`src/rtl/mem_copy_initiator.sv`:
```
// Memory-bus initiator that copies a block of words from a source to a destination address.
// Each word costs three bus cycles: read address, read data capture, write.
module mem_copy_initiator #(
   parameter int ADDR_W = 9,
   parameter int DATA_W = 16,
   parameter int LEN_W  = 9
) (
   input  logic              clk,
   input  logic              reset,
   input  logic              start,
   input  logic [ADDR_W-1:0] src_addr,
   input  logic [ADDR_W-1:0] dst_addr,
   input  logic [LEN_W-1:0]  count,
   output logic              busy,
   output logic              done,
   output logic [1:0]        mem_cmd,
   output logic [ADDR_W-1:0] mem_addr,
   output logic [DATA_W-1:0] write_data,
   input  logic [DATA_W-1:0] read_data
);

   localparam logic [1:0] MNONE  = 2'b00;
   localparam logic [1:0] MREAD  = 2'b01;
   localparam logic [1:0] MWRITE = 2'b11;

   typedef enum logic [2:0] {
      IDLE,
      RD_ADDR,
      RD_DATA,
      WR,
      DONE
   } state_t;

   state_t            state;
   state_t            next_state;
   logic [ADDR_W-1:0] src_ptr;
   logic [ADDR_W-1:0] dst_ptr;
   logic [LEN_W-1:0]  remaining;
   logic [DATA_W-1:0] data_reg;

   // Pointers wrap naturally at the top of the address space.
   always_ff @(posedge clk) begin
      if (reset) begin
         state     <= IDLE;
         src_ptr   <= '0;
         dst_ptr   <= '0;
         remaining <= '0;
         data_reg  <= '0;
      end else begin
         state <= next_state;
         case (state)
            IDLE: begin
               if (start) begin
                  src_ptr   <= src_addr;
                  dst_ptr   <= dst_addr;
                  remaining <= count;
               end
            end
            RD_DATA: data_reg <= read_data;
            WR: begin
               src_ptr   <= src_ptr + 1'b1;
               dst_ptr   <= dst_ptr + 1'b1;
               remaining <= remaining - 1'b1;
            end
            default: ;
         endcase
      end
   end

   always_comb begin
      next_state = state;
      busy       = 1'b0;
      done       = 1'b0;
      mem_cmd    = MNONE;
      mem_addr   = '0;
      write_data = '0;
      case (state)
         IDLE: begin
            if (start) next_state = (count != '0) ? RD_ADDR : DONE;
         end
         RD_ADDR: begin
            busy       = 1'b1;
            mem_cmd    = MREAD;
            mem_addr   = src_ptr;
            next_state = RD_DATA;
         end
         RD_DATA: begin
            busy       = 1'b1;
            mem_cmd    = MREAD;
            mem_addr   = src_ptr;
            next_state = WR;
         end
         WR: begin
            busy       = 1'b1;
            mem_cmd    = MWRITE;
            mem_addr   = dst_ptr;
            write_data = data_reg;
            next_state = (remaining == LEN_W'(1)) ? DONE : RD_ADDR;
         end
         DONE: begin
            done       = 1'b1;
            next_state = IDLE;
         end
         default: next_state = IDLE;
      endcase
   end

endmodule
```
`config.mk`:
```
export PLATFORM = sky130hd
export DESIGN_NAME = mem_copy_initiator
export DESIGN_NICKNAME = d
export VERILOG_FILES = /design/src/rtl/mem_copy_initiator.sv
export SDC_FILE = /design/constraint.sdc
export NUM_CORES = 1
export LEC_CHECK = 0
export CAP_MARGIN = 20
export CORE_MARGIN = 5
export CORE_UTILIZATION = 42
export DETAILED_ROUTE_END_ITERATION = 7
export PLACE_DENSITY = 0.75
export SLEW_MARGIN = 20
export SYNTH_ARGS = -nofsm -noshare
export SYNTH_HDL_FRONTEND = slang
export SYNTH_SLANG_ARGS = --single-unit
export TNS_END_PERCENT = 1
```
`constraint.sdc`:
```
create_clock -name clk -period 1.55 [get_ports clk]
set_input_delay 0.31 -clock clk [delete_from_list [all_inputs] [get_ports clk]]
set_output_delay 0.31 -clock clk [all_outputs]
set_load 0.02 [all_outputs]
```
# After elaboration in Yosys (flattened, before gate mapping)
# Cells that the tools add are included.
[word_totals]
regBits = 46
input_bits = 46
out_inout_bits = 29
elab_cells = 35
[classes]
addsub = 3
n_eq_ne = 6
n_mux = 15
n_reduce_logical = 6
[op_table]
columns = ["cell", "n"]
rows = [
  ["$pmux 9 s2", 4],
  ["$mux 9", 3],
  ["$add 9x1->9 const B", 2],
  ["$mux 16", 1],
  ["$pmux 3 s4", 1],
  ["$eq 9x1->1 const B", 1],
  ["$mux 3", 3],
  ["$reduce_bool 9->1", 1],
  ["$sub 9x1->9 const B", 1],
  ["$eq 3x2->1 const B", 2],
  ["$pmux 2 s2", 1],
  ["$eq 3x1->1 const B", 1],
  ["$eq 3x3->1 const B", 1],
  ["$logic_not 3->1", 1],
  ["$reduce_or 3->1", 1],
  ["$mux 1", 2],
  ["$ne 2x2->1 const B", 1],
  ["$reduce_and 2->1", 1],
  ["$reduce_bool 2->1", 1],
  ["$reduce_or 2->1", 1],
]

# Logic depth before layout (Yosys ltp)
[depth]
ltp_word = 4
depth_mapped = 8
mapped_depth_nobuf = 5

# Least setup slack after synthesis
# OpenSTA, ideal clock, no wires.
[synth_timing]
path_kind = "flip-flop to output port"
startpoint = "reg state[2]"
endpoint = "out write_data[10]"
t_arrival_ps = 1526
required_time_ps = 1240
slack_ps = -286
stages_incl_launch_ff = 7
n_path_buf = 3
cell_sequence = "dfxtp_1 buf_4 nand3b_4 inv_1 buf_2 clkbuf_1 and2_1"
[synth_via]
elab_chain_len = 2
[synth_rtl]
columns = ["element", "line_no", "rtl"]
rows = [
  ["start, declared", "34", "state_t state;"],
  ["start signal, assigned", "50", "state <= next_state;"],
  ["$eq 3x2->1", "77", "case (state)"],
  ["$mux 16", "77", ""],
  ["end, declared", "18", "output logic [DATA_W-1:0] write_data,"],
]
# Every way passes these cells.

# Worst setup path in the final report
[layout_timing]
startpoint = "reg state[1]"
endpoint = "out mem_addr[7]"
[layout_via]
elab_chain_len = 3
word_cells_on_any_way = 5
cone_classes = "eq/ne: 3; mux: 1; reduce/logical: 1"
[layout_rtl]
columns = ["element", "line_no", "rtl"]
rows = [
  ["$eq 3x2->1 / $eq 3x1->1 (equally long branches)", "77", ""],
  ["$reduce_or 2->1 (no line)", "-", ""],
  ["$pmux 9 s2 (*)", "77", ""],
  ["end, declared", "17", "output logic [ADDR_W-1:0] mem_addr,"],
]
# Mark *: on every way between the ends. The rest lies on a longest branch, timed or not.

==> summary.txt <==
Synth
  • Primary FF master, synth: dfxtp_1
  • Post-synth net total: 374
  • Sequential area share after synthesis: about 37%
  • Syn avg cell area: between 7 and 8 um^2
  • Most frequent cell after synthesis: nand2_1
  • Post-synth top area share: ~37%
  • Seq cells post-synth: 46
  • Ys Warns: 0
  • Area leader, netlist: dfxtp_1
  • Post-synth EDFFs: 0
  • Syn Inst Count: 324
  • Mapped cell area: roughly 2500 um^2
  • Ys async rst share: 0%
  • Synth area leaders: dfxtp_1, nand2_1, a21oi_1, nor2_1, and2_1
  • Synth cell count leaders: nand2_1, dfxtp_1, nor2_1, a21oi_1, and2_1
  • Netlist cell types: 42

Power
  • Overall power: approximately 3.6 mW
  • Cell area power density: 938.9 nW/um^2
  • Peak VDD IR: roughly 600 uV
  • P_leak: about 1.5 nW

Cells and area
  • Max FFs per register: 16
  • Layout area overhead: 57.31%
  • Register area: about 930 um^2
  • Area of the multi-input gates: between 1500 and 2000 um^2
  • Fillcell total: 507
  • ANT cells: 0
  • Layout cells sized above 1: between 30 and 40%
  • Nets: 479

Hold path
  • Min-Delay Endpoint: data_reg[5]
  • Min-delay src: data_reg[5]
  • Hold path cells: 2
  • HP Class: flop to flop

Setup path
  • Required @ worst endpoint: around 1.2 ns
  • CP dominant cell by count: buf_6
  • Setup crit end kind: output port
  • Worst Setup Path Type: flop to output port
  • Crit path launch type: flop
  • Worst-path cell chain: xor2_4, buf_6, a22oi_2, nor2_2, buf_6
  • Crit Reg-Reg Startpoint: state[0]
  • Worst R2R Setup Slack: -0.15 ns
  • Reg2reg end: dst_ptr[7]
  • CP max-delay cell: dfxtp_4
  • Register-to-Register Path Depth: 6
  • Worst EP arrival: 1.39 ns
  • Biggest cell delay along the critical path: slightly above 0.4 ns
  • Worst Path Max Fanout: 7

Floorplan
  • Die height: about 87 um
  • DIE WIDTH: ~87 um
  • Die area: between 7000 and 8000 um^2
  • IO Pins: 75
  • Initial Utilization: between 40% and 50%
  • Rows: 28
  • Area of the core: approximately 5800 um^2

STA
  • Unrepaired setup endpoints after global routing: true
  • Clock Skews: 0.006730 ns
  • Final Hold Fails: 0
  • Slew @ Worst Pin: 0.3593 ns
  • Post-route clock period utilization: 110.0%
  • Max frequency: roughly 0.59 GHz
  • Fin. max-slew vios: 0
  • Slew HR: between 70 and 80%
  • Min cycle time layout: around 1.7 ns
  • Final setup fails: between 40 and 50
  • Setup TNS: -2.694 ns
  • Smallest hold slack: 0.4518 ns
  • Final setup margin: -0.1546 ns

Clock tree
  • Clock-pin slew on the worst setup and hold paths: around 0.080 ns
  • Root Driver: clkbuf_8
  • TritonCTS Buffers: 5
  • Clock sinks: 46
  • H-tree depth: 2
  • Skew-Pair Late Insertion Delay: about 0.30 ns
  • Max Root-Sink Buffers: 2
  • Hold Buf Count CTS: 0
  • CTS tree: yes

GRT
  • Global-route wire length before repair: between 10000 and 15000 um
  • GR Overflow Total: 0
  • Vias in the first global route: between 2000 and 3000
  • GRT Total Usage: between 10% and 20%
  • Largest net degree at the start of global routing: 47
  • Initial antenna violation count: 0

Route
  • Routed Antenna Nets: 0
  • Vias per cell: between 5 and 6
  • Final WL: between 7000 and 8000 um
  • Via Count: between 2000 and 3000
  • Wire length per cell: 15.15 um
  • Remaining DRCs: 0
  • Initial DRC Count: approximately 190
  • Pre-antenna DRT Iters: 4

Placed design
  • Buffers on Ports: 74
  • Placer Congestion: around 0.9
  • DP Wirelength: ~5300 um

Flow run
  • Max_cap viols: 0

Outcome
  • Failing checks: negative setup slack
  • Status: finished with violations
cells by family (layout without fill, tap and decap cells):
family | Yosys count | after routing | share of synthesized area (%)
and+or+nand+nor | 159 | 159 | 32.69
AOI/OAI and AO/OA | 85 | 85 | 22.03
DFF | 46 | 46 | 37.36
buffers and inverters | 29 | 135 | 5.533
adders and majority gates | 4 | 4 | 2.031
xor gates and xnor gates | 1 | 1 | 0.3554
how the worst max path moves through the flow:
stage	startpoint	end	slack, ns	depth (start not counted)
2_1_floorplan	state[1]	mem_addr[0]	-0.02	4
3_3_place_gp	state[0]	mem_addr[6]	-0.33	5
3_5_place_dp	state[0]	mem_addr[6]	-0.38	5
4_1_cts	state[1]	mem_addr[2]	-0.15	5
5_1_grt	state[1]	mem_addr[7]	-0.22	5
6_report	state[1]	mem_addr[7]	-0.15	5
placed cells by master, fill, tap and decap left out, types with 2 or more instances in the layout:
cell             netlist  final
a211oi_1               3      2
a21oi_1               35     34
a221oi_1               3      2
a22oi_1               12      3
a22oi_2                0      9
a2bb2oi_1              2      2
a311oi_1               3      3
a31oi_1                6      6
a32oi_1                5      5
and2_1                20      7
and2_4                 0     13
and3_1                 4      4
buf_12                 0      3
buf_2                  7      2
buf_4                  3     41
buf_6                  1     30
clkbuf_8               0      6
clkdlybuf4s50_1        0     45
dfxtp_1               46     43
dfxtp_4                0      2
ha_1                   4      4
inv_1                  5      4
nand2_1               47     47
nand3_1               12     12
nand4_1                7      7
nor2_1                38     28
nor2_2                 1     11
nor3_1                10     10
nor4_1                 7      5
nor4_2                 0      2
o211ai_1               2      2
o21ai_0                9      4
o21ai_1                0      5
o311ai_0               2      2
or3_1                  3      3
routing by layer:
layer  track usage [%]  share of wire, %
met5                 0                 0
met4             6.516               1.9
met3             2.471               5.1
met2             34.70                51
met1             25.10                42
stage by stage:
stage | util, % | cell area [um^2] | cells | setup WS (ns)
after floorplan | - | 2520 | 324 | -0.01530
after global placement | 61.75 | 3591 | 493 | -0.3305
after detailed placement | 61.75 | 3591 | 493 | -0.3787
after CTS | 65.47 | 3807 | 501 | -0.1463
after global routing | 66.67 | 3877 | 505 | -0.2157
final | 66.67 | 3877 | 505 | -0.1546
final cells by class:
cell class              count  area share [%]
multi-input cells         249           40.24
repair buffers            122           30.46
flip-flops and latches     46           23.98
well taps                  75           2.420
clock buffers               7           2.227
inverters                   5          0.5486
clock inverters             1          0.1291
where the power goes:
group / switching [mW] / internal (mW)
Sequential: 0.137 / 1.33
Combinational: 0.713 / 0.693
Clock: 0.404 / 0.360
worst max-delay path: cells and delay by family, from the launching register on:
kind	cells	cell delay, ns
AOI/OAI and AO/OA	1	0.09
xor gates and xnor gates	1	0.20
buffers and inverters	2	0.30
DFF	1	0.41
and+or+nand+nor	1	0.11
timing repair:
item,CTS,global route
gates resized for setup,203,14
hold endpoints to repair,0,0
buffers inserted,0,4
pin swaps,21,6
setup endpoints to repair,73,72
Note: power is estimated with default switching activity, not from simulation.
